--- src/rtl/cpx_grant_pipe_pkg.sv ---
// Shared definitions for the CPX grant pipeline: default sizing, the
// grant-channel index map used by the arbiter, and the counter action type.
package cpx_grant_pipe_pkg;

  // Default sizing, matching the legacy fixed 8-channel single-stage block.
  localparam int NCH_DEF    = 8;
  localparam int DEPTH_DEF  = 1;
  localparam int MAXOUT_DEF = 2;

  // CPX grant-channel indices; the arbiter and this block must agree on them.
  localparam int CPX_CH_C0 = 0;
  localparam int CPX_CH_C1 = 1;
  localparam int CPX_CH_C2 = 2;
  localparam int CPX_CH_C3 = 3;
  localparam int CPX_CH_C4 = 4;
  localparam int CPX_CH_C5 = 5;
  localparam int CPX_CH_C6 = 6;
  localparam int CPX_CH_C7 = 7;

  // Action taken by one outstanding-grant counter in a cycle.
  typedef enum logic [1:0] {
    CNT_HOLD = 2'd0,
    CNT_INC  = 2'd1,
    CNT_DEC  = 2'd2
  } cnt_op_e;

  // Width needed to hold 0..maxout inclusive.
  function automatic int cnt_width(input int maxout);
    return $clog2(maxout + 1);
  endfunction

endpackage

--- src/rtl/cpx_grant_pipe_if.sv ---
// Grant/credit bus between the CCX arbiter (master) and the grant pipe (slave).
//
// Signalling: there is no valid/ready pair. grant_in, grant_out and credit_ret
// are single-cycle pulses, one bit per channel, sampled on every rising edge;
// any combination of bits may be set in one cycle. Flow control is by credit:
// the master must not issue a grant on channel i in a cycle where stall[i] is
// high. Grants already inside the pipe are never blocked; if they land on a
// full channel the sticky err_ovf flag is raised instead.
interface cpx_grant_pipe_if #(
  parameter int NCH = 8
);
  logic [NCH-1:0] grant_in;
  logic [NCH-1:0] credit_ret;
  logic [NCH-1:0] grant_out;
  logic [NCH-1:0] stall;
  logic           err_ovf;
  logic           err_unf;

  modport master (
    output grant_in,
    output credit_ret,
    input  grant_out,
    input  stall,
    input  err_ovf,
    input  err_unf
  );

  modport slave (
    input  grant_in,
    input  credit_ret,
    output grant_out,
    output stall,
    output err_ovf,
    output err_unf
  );
endinterface

--- src/rtl/cpx_grant_cnt.sv ---
// Single-channel saturating up/down counter of outstanding grants.
// Never wraps: the count stays within 0..MAXOUT and the would-be overflow or
// underflow is reported as a one-cycle pulse instead.
module cpx_grant_cnt
  import cpx_grant_pipe_pkg::*;
#(
  parameter int MAXOUT = MAXOUT_DEF,
  parameter int CNTW   = cnt_width(MAXOUT)
) (
  input  logic            clk_i,
  input  logic            rst_l_i,
  input  logic            en_i,
  input  logic            inc_i,
  input  logic            dec_i,
  output logic [CNTW-1:0] cnt_o,
  output logic            full_o,
  output logic            ovf_pulse_o,
  output logic            unf_pulse_o
);

  localparam logic [CNTW-1:0] MAX_C = CNTW'(MAXOUT);

  logic [CNTW-1:0] cnt_q, cnt_d;
  logic            inc_e, dec_e, empty;
  cnt_op_e         op;

  // Gate both terms with the enable so the count freezes while disabled.
  assign inc_e  = en_i & inc_i;
  assign dec_e  = en_i & dec_i;
  assign full_o = (cnt_q == MAX_C);
  assign empty  = (cnt_q == '0);

  // A grant and a credit in the same cycle cancel; otherwise move one step
  // unless that would leave 0..MAXOUT.
  always_comb begin
    op = CNT_HOLD;
    if (inc_e && !dec_e && !full_o) begin
      op = CNT_INC;
    end else if (dec_e && !inc_e && !empty) begin
      op = CNT_DEC;
    end
  end

  // Next count from the selected action.
  always_comb begin
    cnt_d = cnt_q;
    case (op)
      CNT_INC: cnt_d = cnt_q + CNTW'(1);
      CNT_DEC: cnt_d = cnt_q - CNTW'(1);
      default: cnt_d = cnt_q;
    endcase
  end

  // Counter register.
  always_ff @(posedge clk_i) begin
    if (!rst_l_i) begin
      cnt_q <= '0;
    end else begin
      cnt_q <= cnt_d;
    end
  end

  assign cnt_o       = cnt_q;
  assign ovf_pulse_o = inc_e & !dec_e & full_o;
  assign unf_pulse_o = dec_e & !inc_e & empty;

endmodule

--- src/rtl/cpx_grant_pipe.sv ---
// CPX grant pipeline: delays the arbiter grant vector by DEPTH stages, keeps
// a per-channel count of outstanding grants (returned by credit pulses),
// drives per-channel stall and sticky overflow/underflow flags. The pipeline
// flops double as one serial scan chain when se is high.
module cpx_grant_pipe
  import cpx_grant_pipe_pkg::*;
#(
  parameter  int NCH    = NCH_DEF,
  parameter  int DEPTH  = DEPTH_DEF,
  parameter  int MAXOUT = MAXOUT_DEF,
  localparam int CNTW   = cnt_width(MAXOUT)
) (
  input  logic                 rclk,
  input  logic                 rst_l,
  input  logic                 se,
  input  logic                 si,
  output logic                 so,
  cpx_grant_pipe_if.slave      bus,
  output logic [NCH*CNTW-1:0]  cnt_dbg_o
);

  // Stage k, channel j lives at chain bit k*NCH+j, so stage 0 is at the
  // bottom and the last stage at the top. This one flat vector serves both
  // as the grant pipe and as the scan chain si -> bit 0 -> ... -> top bit.
  localparam int CHAIN_W = NCH * DEPTH;

  logic [CHAIN_W-1:0] chain_q, chain_d;
  logic [NCH-1:0]     stall_vec;
  logic [NCH-1:0]     ovf_vec;
  logic [NCH-1:0]     unf_vec;
  logic [NCH*CNTW-1:0] cnt_vec;
  logic               err_ovf_q, err_unf_q;

  // Shift the chain by one channel-vector (normal) or by one bit (scan);
  // the bits pushed off the top are discarded by the truncating cast.
  always_comb begin
    chain_d = chain_q;
    if (se) begin
      chain_d = CHAIN_W'({chain_q, si});
    end else begin
      chain_d = CHAIN_W'({chain_q, bus.grant_in});
    end
  end

  // Pipeline / scan flops; reset wins over scan and drops in-flight grants.
  always_ff @(posedge rclk) begin
    if (!rst_l) begin
      chain_q <= '0;
    end else begin
      chain_q <= chain_d;
    end
  end

  assign bus.grant_out = chain_q[CHAIN_W-1 -: NCH];
  assign so            = chain_q[CHAIN_W-1];

  // One outstanding-grant counter per channel; frozen while scanning.
  for (genvar i = 0; i < NCH; i++) begin : g_ch
    cpx_grant_cnt #(
      .MAXOUT (MAXOUT),
      .CNTW   (CNTW)
    ) u_cnt (
      .clk_i       (rclk),
      .rst_l_i     (rst_l),
      .en_i        (!se),
      .inc_i       (bus.grant_out[i]),
      .dec_i       (bus.credit_ret[i]),
      .cnt_o       (cnt_vec[i*CNTW +: CNTW]),
      .full_o      (stall_vec[i]),
      .ovf_pulse_o (ovf_vec[i]),
      .unf_pulse_o (unf_vec[i])
    );
  end

  // Sticky error flags, ORed across channels, cleared only by reset.
  always_ff @(posedge rclk) begin
    if (!rst_l) begin
      err_ovf_q <= 1'b0;
      err_unf_q <= 1'b0;
    end else begin
      err_ovf_q <= err_ovf_q | (|ovf_vec);
      err_unf_q <= err_unf_q | (|unf_vec);
    end
  end

  assign bus.stall   = stall_vec;
  assign bus.err_ovf = err_ovf_q;
  assign bus.err_unf = err_unf_q;
  assign cnt_dbg_o   = cnt_vec;

endmodule

--- src/flat_wrapper.sv ---
// flat-port wrapper written by rule: the top's interface ports become plain ports
module cpx_grant_pipe_flat import cpx_grant_pipe_pkg::*;
#(
  parameter  int NCH    = NCH_DEF,
  parameter  int DEPTH  = DEPTH_DEF,
  parameter  int MAXOUT = MAXOUT_DEF,
  localparam int CNTW   = cnt_width(MAXOUT)
)
  (rclk, rst_l, se, si, so, cnt_dbg_o, bus_grant_in, bus_credit_ret, bus_grant_out, bus_stall, bus_err_ovf, bus_err_unf);
  cpx_grant_pipe_if #(.NCH(NCH)) bus_i ();
  input  logic rclk;
  input  logic rst_l;
  input  logic se;
  input  logic si;
  output logic so;
  output logic [NCH*CNTW-1:0] cnt_dbg_o;
  input wire logic [$bits(bus_i.grant_in)-1:0] bus_grant_in;
  input wire logic [$bits(bus_i.credit_ret)-1:0] bus_credit_ret;
  output wire logic [$bits(bus_i.grant_out)-1:0] bus_grant_out;
  output wire logic [$bits(bus_i.stall)-1:0] bus_stall;
  output wire logic [$bits(bus_i.err_ovf)-1:0] bus_err_ovf;
  output wire logic [$bits(bus_i.err_unf)-1:0] bus_err_unf;
  assign bus_i.grant_in = bus_grant_in;
  assign bus_i.credit_ret = bus_credit_ret;
  assign bus_grant_out = bus_i.grant_out;
  assign bus_stall = bus_i.stall;
  assign bus_err_ovf = bus_i.err_ovf;
  assign bus_err_unf = bus_i.err_unf;
  cpx_grant_pipe #(.NCH(NCH), .DEPTH(DEPTH), .MAXOUT(MAXOUT)) u_core (.rclk(rclk), .rst_l(rst_l), .se(se), .si(si), .so(so), .bus(bus_i), .cnt_dbg_o(cnt_dbg_o));
endmodule
--- config.mk ---
export PLATFORM = sky130hd
export DESIGN_NAME = cpx_grant_pipe_flat
export DESIGN_NICKNAME = d
export VERILOG_FILES = /design/src/rtl/cpx_grant_pipe_pkg.sv /design/src/rtl/cpx_grant_pipe_if.sv /design/src/rtl/cpx_grant_cnt.sv /design/src/rtl/cpx_grant_pipe.sv /design/src/flat_wrapper.sv
export SDC_FILE = /design/constraint.sdc
export NUM_CORES = 1
export LEC_CHECK = 0
export ABC_AREA = 0
export BUFFER_PORTS_ARGS = -buffer_cell sky130_fd_sc_hd__buf_2
export CORE_UTILIZATION = 40
export DETAILED_ROUTE_END_ITERATION = 8
export PLACE_DENSITY = 0.74
export SETUP_SLACK_MARGIN = 0.5
export SLEW_MARGIN = 5
export SYNTH_ARGS = -nofsm -noshare
export SYNTH_HDL_FRONTEND = slang
export SYNTH_SLANG_ARGS = --single-unit
--- constraint.sdc ---
create_clock -name rclk -period 1.9 [get_ports rclk]
set_clock_uncertainty 0.2 [all_clocks]
set_input_delay 0.095 -clock rclk [delete_from_list [all_inputs] [get_ports rclk]]
set_output_delay 0.095 -clock rclk [all_outputs]
set_load 0.02 [all_outputs]
# == Yosys cells after proc, flatten, opt, wreduce, memory -nomap -nowiden ==
# Cells that the tools add are included.
# totals
input_bits,20
reg_bits,26
elab_cells,209
out_inout_bits,35
# classes
bitwise,50
mux,25
reduce_logical,83
add_sub_neg,16
eq_ne,24
# op_table
op,count
$and A1 B1 Y1,48
$logic_not A1 Y1,33
$eq A2 B2 Y1 const B,16
$logic_and A1 B1 Y1,32
$mux W2,16
$pmux W2 S2,8
$add A2 B1 Y2 const B,8
$eq A2 B1 Y1 const B,8
$logic_not A2 Y1,8
$reduce_bool A2 Y1,8
$reduce_or A8 Y1,2
$sub A2 B1 Y2 const B,8
$mux W8,1
$or A1 B1 Y1,2

# == Logic depth before layout (Yosys ltp) ==
# Gate-level depths: netlist of the first run.
# logic_depth
ltp_word,9
mapped_depth,6
ltp_nobuf,4

# == By module ==
# A second synthesis of the first run with hierarchy kept.
# hier_totals
cells_unflattened,198
area_unflattened_um2,1530.2
# by_module_without_submodules
mod,cells_each,area_per_inst_um2,instances
cpx_grant_cnt,20,143.9,8
cpx_grant_pipe,38,379.1,1

# == Worst setup path before layout of the first run ==
# OpenSTA, ideal clock, no wires.
# synth_path
kind,register to register
start,"reg u_core.chain_q[7], in the netlist u_core.bus.grant_out[7]"
end,"reg u_core.err_unf_q, in the netlist u_core.bus.err_unf"
slack_ns,0.477
setup_time_ns,0.071
arrival_time_ns,1.153
period_less_slack_ns,1.423
path_stages_with_launch,5
path_cell_list,dfxtp_1 > or3b_2 > o32ai_1 > nor4_1 > a21oi_1
# synth_via
elab_chain_cells,6
# synth_lines
element,line,source
start: declaration,cpx_grant_pipe.sv:27,"logic [CHAIN_W-1:0] chain_q, chain_d;"
start signal: assignment,cpx_grant_pipe.sv:50,chain_q <= chain_d;
$and A1 B1 Y1,cpx_grant_cnt.sv:28,assign inc_e = en_i & inc_i;
$logic_not A1 Y1,cpx_grant_cnt.sv:65,assign unf_pulse_o = dec_e & !inc_e & empty;
$and A1 B1 Y1 (2 in series),cpx_grant_cnt.sv:65,
$reduce_or A8 Y1,cpx_grant_pipe.sv:82,err_unf_q <= err_unf_q | (|unf_vec);
$or A1 B1 Y1,cpx_grant_pipe.sv:82,
end signal: assignment,cpx_grant_pipe.sv:82,
end: declaration,cpx_grant_pipe.sv:32,"logic err_ovf_q, err_unf_q;"
# No other way between the ends.
# A chain may end at the register's enable or synchronous reset.

# == Worst setup path after layout of the first run ==
# layout_path
start,"reg u_core.chain_q[6], in the netlist u_core.bus.grant_out[6]"
end,"reg u_core.err_unf_q, in the netlist u_core.bus.err_unf"
# Same word-level chain as after synthesis.

==> results of run 1 <==
-- routing by layer --
layer  wire, microns  share of wire [%]  global-route usage [%]  vias up
li1                -                  -                       -      839
met4              33               0.80                    5.98        0
met2            2110                 51                    31.1       33
met5               0                  0                       0        -
met3             123                3.0                    4.17        4
met1            1860                 45                    24.8      789
-- layout make-up --
type	count	area, sq um
Clock buffer	3	41.3
Fill cell	340	1520
Inverter	2	7.51
Multi-Input combinational cell	151	1040
Sequential cell	26	559
Tap cell	48	60.1
Timing Repair Buffer	81	515
-- worst min-delay path, cell delays in order --
cell and delay [ps]:
buf_2 130, nor3b_1 50, o21ai_0 140, a21oi_1 60
-- sequential cells by signal, summed over array words and instances (netlist names) --
| name | cells |
|---|---|
| u_core.g_ch.u_cnt.cnt_o | 16 |
| u_core.bus.err_ovf | 1 |
| u_core.bus.err_unf | 1 |
| u_core.bus.grant_out | 8 |
-- stage by stage --
step           hold WS [ps]  area [sq um]  total power [uW]  std cells  setup WS, ps
3_3_place_gp            127          1810               778        285           361
3_5_place_dp            134          1810               780        285           330
6_report               45.0          2220              1130        311           445
4_1_cts                22.4          2070              1110        306           439
5_1_grt                63.2          2220              1180        311           366
2_1_floorplan          34.6          1600               725        201           529
-- worst paths after layout --
check | startpoint | endpoint | slack [ps] | depth (start not counted)
worst max-delay path | u_core.bus.grant_out[6] | u_core.bus.err_unf | 440 | 4
worst min-delay path | bus_credit_ret[6] | u_core.g_ch[6].u_cnt.cnt_o[0] | 40 | 4
worst max register to register | u_core.bus.grant_out[6] | u_core.bus.err_unf | 440 | 4
worst min register to register | u_core.bus.grant_out[5] | u_core.bus.grant_out[6] | 350 | 2
-- power breakdown --
part | switching, uW | internal (uW) | leakage, uW
registers | 28.8 | 555 | 0.000221
logic | 118 | 122 | 0.000726
clock network | 161 | 142 | 0.0000216
-- synth_stat cells (all sizes together) --
cell / count / area, sq um
dfxtp: 26 / 521
a21oi: 25 / 125
nor2: 25 / 93.8
o21ai: 20 / 100
buf: 19 / 141
nor3b: 13 / 97.6
mux2i: 8 / 80.1
or3b: 8 / 72.6
nor2b: 7 / 43.8
nand2: 5 / 18.8
nand3: 5 / 25.0
nor3: 5 / 30.0
a22oi: 4 / 30.0
and3b: 4 / 35.0
clkbuf: 3 / 11.3
nand3b: 3 / 22.5
nor4: 3 / 18.8
o32ai: 3 / 33.8
or2: 3 / 18.8
and3: 2 / 12.5
nand2b: 2 / 12.5
a22o: 1 / 8.76
a31oi: 1 / 6.26
a41oi: 1 / 8.76
clkinv: 1 / 3.75
inv: 1 / 3.75
o2111a: 1 / 11.3
o211ai: 1 / 7.51
o21bai: 1 / 7.51
-- logic make-up after synthesis --
family	after synthesis	share of synthesized area, %
buffers and inverters	24	10.0
flip-flops	26	32.5
multiplexers	8	5.00
AO/OA/AOI/OAI	58	21.2
AND/OR/NAND/NOR	85	31.3
-- what timing repair did --
item / CTS / global route
endpoints found under the setup margin: 10 / 15
pin swaps: 0 / 0
buffers inserted: 2 / 5
endpoints found under the hold margin: 15 / 0
hold buffers: 16 / 0
resized for setup: 15 / 31
==> flow_metrics.env, run 1 <==
export IMPL_status="finished, final reports clean"
export IMPL_drive_above_1_share_pct=41.8
export IMPL_maxCapViolCount=0
export IMPL_clockRootBuffer="clkbuf_8"
export IMPL_drcViolationCount=0
export IMPL_antenna_found_initial=0
export IMPL_die_x_microns=65.3
export IMPL_min_period_ps=1460
export IMPL_avgSynthCellArea_sq_um=7.97
export IMPL_crit_fanout=4
export IMPL_dr_pass1_iters=4
export IMPL_gp_congestion=0.812
export IMPL_ys_seq_elements=26
export IMPL_arrival_ps=1440
export IMPL_hold_class="primary input to flop"
export IMPL_cp_start_kind="flop"
export IMPL_slew_viol_final=0
export IMPL_crit_chain="or3b_4 > o32ai_4 > a21oi_1 > a21oi_1"
export IMPL_grt_max_degree=30
export IMPL_crit_path_frequent_cell="a21oi_1"
export IMPL_ant_nets=0
export IMPL_fmax_mhz=687
export IMPL_endpoint_kind="flop"
export IMPL_syn_area_sq_mm=0.00160
export IMPL_critPathMaxStageDelay_ps=390
export IMPL_wirelength_microns=4120
export IMPL_hold_viol=0
export IMPL_criticalPathCategory="flop to flop"
export IMPL_tightestPinTransition_ps=607
export IMPL_wl_per_cell_microns=13.3
export IMPL_grt_usage_pct=19.0
export IMPL_die_y_microns=65.3
export IMPL_worst_path_max_delay_cell="or3b_4"
export IMPL_slew_headroom_pct=59.6
export IMPL_vias_per_cell=5.35
export IMPL_nets=285
export IMPL_clock_sinks=26
export IMPL_setup_viol=0
export IMPL_drtIter0Drc=98
export IMPL_syn_to_final_growth_pct=38.7
export IMPL_grt_overflow_total=0
export IMPL_final_common_cell="buf_2"
export IMPL_dp_final_hpwl_microns=2570
export IMPL_path_buf_inv=0
export IMPL_fin_crit_sh_pct=76.6
export IMPL_core_area_sq_mm=0.00374
export IMPL_grt_pass1_vias=1426
export IMPL_irDropWorstVdd_mv=0.452
export IMPL_rsz0062_at_grt="yes"
export IMPL_p_per_area_mw_per_mm2=507
export IMPL_cp_required_ps=1890
export IMPL_cts_buffers=3
export IMPL_numPortBuffers=54
export IMPL_cts_tree="yes"
export IMPL_cts_max_path_buffers=2
export IMPL_dieArea_sq_mm=0.00426
export IMPL_final_util_pct=59.3
export IMPL_fin_tns_setup_ps=0
export IMPL_final_cell_mix="buf_2 (53), nor2_1 (24), a21oi_1 (23)"
export IMPL_ys_types=35
export IMPL_num_io_pins=55
export IMPL_start_util_pct=42.8
export IMPL_grt_pass1_wl_microns=6440
export IMPL_cellLeakagePower_uw=0.000968
export IMPL_htree_levels=1
export IMPL_ys_warn_count=0
export IMPL_insertion_delay_ps=270
export IMPL_diodes=0
export IMPL_cp_top_family="compound AO/OA/AOI/OAI gates"
export IMPL_synth_nets=221
export IMPL_rows=22
export IMPL_path_clk_slew_ps=90
export IMPL_seq_area_frac_synth_pct=32.5
export IMPL_vias=1665
export IMPL_syn_inst=201
(Power assumes the default switching activity.)
==> run 2: changes to the inputs <==
- PLACE_DENSITY: 0.74 -> 0.77
- clock period: 1.9 -> 1.3 ns (I/O delays scaled with it)
==> flow_metrics.env, run 2 (same netlist as run 1, synthesis figures left out) <==
export IMPL_grt_usage_pct=26.9
export IMPL_numPortBuffers=54
export IMPL_gp_congestion=0.823
export IMPL_core_area_sq_mm=0.00374
export IMPL_min_period_ps=1430
export IMPL_min_from="bus_grant_in[7]"
export IMPL_setup_viol=9
export IMPL_num_io_pins=55
export IMPL_cts_max_path_buffers=2
export IMPL_die_y_microns=65.3
export IMPL_criticalPathCategory="flop to flop"
export IMPL_start_util_pct=42.8
export IMPL_die_x_microns=65.3
export IMPL_nets=332
export IMPL_rows=22
export IMPL_grt_pass1_vias=1901
export IMPL_r2r_end="u_core.bus.err_unf"
export IMPL_ant_nets=0
export IMPL_drtIter0Drc=140
export IMPL_dp_final_hpwl_microns=3090
export IMPL_worstRegToRegCells=4
export IMPL_crit_chain="or3b_4 > o32ai_2 > nor4_1 > a21oi_1"
export IMPL_hold_path_end="u_core.bus.grant_out[7]"
export IMPL_cp_start_kind="flop"
export IMPL_clockRootBuffer="clkbuf_8"
export IMPL_rsz0062_at_grt="yes"
export IMPL_path_clk_slew_ps=100
export IMPL_slew_headroom_pct=81.3
export IMPL_crit_fanout=2
export IMPL_irDropWorstVdd_mv=0.627
export IMPL_syn_to_final_growth_pct=94.1
export IMPL_violations="negative hold slack, negative setup slack"
export IMPL_htree_levels=1
export IMPL_status="complete, but fails checks"
export IMPL_endpoint_kind="flop"
export IMPL_wl_per_cell_microns=17.6
export IMPL_finalPower_uw=1930
export IMPL_hold_viol=10
export IMPL_worst_path_max_delay_cell="or3b_4"
export IMPL_cp_required_ps=1310
export IMPL_vias=2002
export IMPL_fmax_mhz=697
export IMPL_grt_overflow_total=0
export IMPL_dr_pass1_iters=7
export IMPL_antenna_found_initial=0
export IMPL_grt_max_degree=18
export IMPL_maxCapViolCount=0
export IMPL_final_util_pct=83.1
export IMPL_fin_crit_sh_pct=110
export IMPL_cts_tree="yes"
export IMPL_r2r_slack_ps=-130
export IMPL_drcViolationCount=0
export IMPL_drive_above_1_share_pct=68.5
export IMPL_diodes=0
export IMPL_clock_sinks=26
export IMPL_tightestPinTransition_ps=278
export IMPL_insertion_delay_ps=280
export IMPL_whs_ps=-185
export IMPL_hold_class="primary input to flop"
export IMPL_arrival_ps=1450
export IMPL_largest_reg_flops=16
export IMPL_wirelength_microns=6310
export IMPL_r2r_start="u_core.bus.grant_out[3]"
export IMPL_worst_slack_ps=-134
export IMPL_final_cell_mix="buf_6 (69), buf_4 (39), nor2_1 (21)"
export IMPL_final_common_cell="buf_6"
export IMPL_slew_viol_final=0
export IMPL_cts_buffers=3
export IMPL_dieArea_sq_mm=0.00426
export IMPL_cellLeakagePower_uw=0.00134
export IMPL_place_ws_ps=-127
export IMPL_p_per_area_mw_per_mm2=619
export IMPL_critPathMaxStageDelay_ps=380
export IMPL_vias_per_cell=5.58
export IMPL_place_area_sq_mm=0.00223
export IMPL_fin_area_sq_mm=0.00311
export IMPL_min_path_cells=3
export IMPL_grt_pass1_wl_microns=8840
run 2: per-stage QoR:
stage	TNS, ps	std cells	hold WS (ps)
6_report	-608	359	-185
2_1_floorplan	-45.2	201	6.59
3_3_place_gp	-248	315	98.6
4_1_cts	-192	346	-173
3_5_place_dp	-328	315	108
5_1_grt	-967	359	-169
run 2: how the worst max path moves through the flow:
stage	startpoint	slack [ps]	endpoint	depth (start not counted)
floorplan	u_core.bus.grant_out[4]	-50	u_core.bus.err_unf	4
global placement	se	-90	u_core.bus.err_unf	6
detailed placement	se	-130	u_core.bus.err_unf	6
CTS	u_core.bus.grant_out[4]	-90	u_core.bus.err_unf	4
global route	u_core.bus.grant_out[3]	-170	u_core.bus.err_unf	4
finish	u_core.bus.grant_out[3]	-130	u_core.bus.err_unf	4
run 2: where the power goes:
part           switching (uW)  total [uW]  internal (uW)  leakage (uW)
Sequential               33.2         828            794      0.000228
Clock                     274         546            271     0.0000288
Combinational             254         553            299       0.00108
Total                     561        1930           1360       0.00134
run 2: layout make-up:
cell class | count | area, sq um
fillers | 213 | 634
clock buffers | 4 | 55.1
repair buffers | 128 | 1190
inverters | 2 | 10.0
well taps | 48 | 60.1
flip-flops and latches | 26 | 597
multi-input cells | 151 | 1190
run 2: metal layers:
metal | vias to the layer above | GRT usage, % | wire (microns)
li1 | 945 | - | -
met1 | 940 | 31.3 | 2570
met2 | 89 | 48.8 | 3130
met3 | 28 | 5.90 | 327
met4 | 0 | 7.61 | 279
met5 | - | 0 | 0
run 2: repair_timing:
item / 4_1_cts / 5_1_grt
gates resized for setup: 124 / 28
endpoints found under the setup margin: 61 / 61
pin swaps: 24 / 18
endpoints found under the hold margin: 14 / 10
buffers inserted: 27 / 13
run 2: worst max-delay path: cells and delay by family (launching register included):
family          cells  cell delay [ps]
flops               1              340
compound gates      2              360
simple gates        2              470
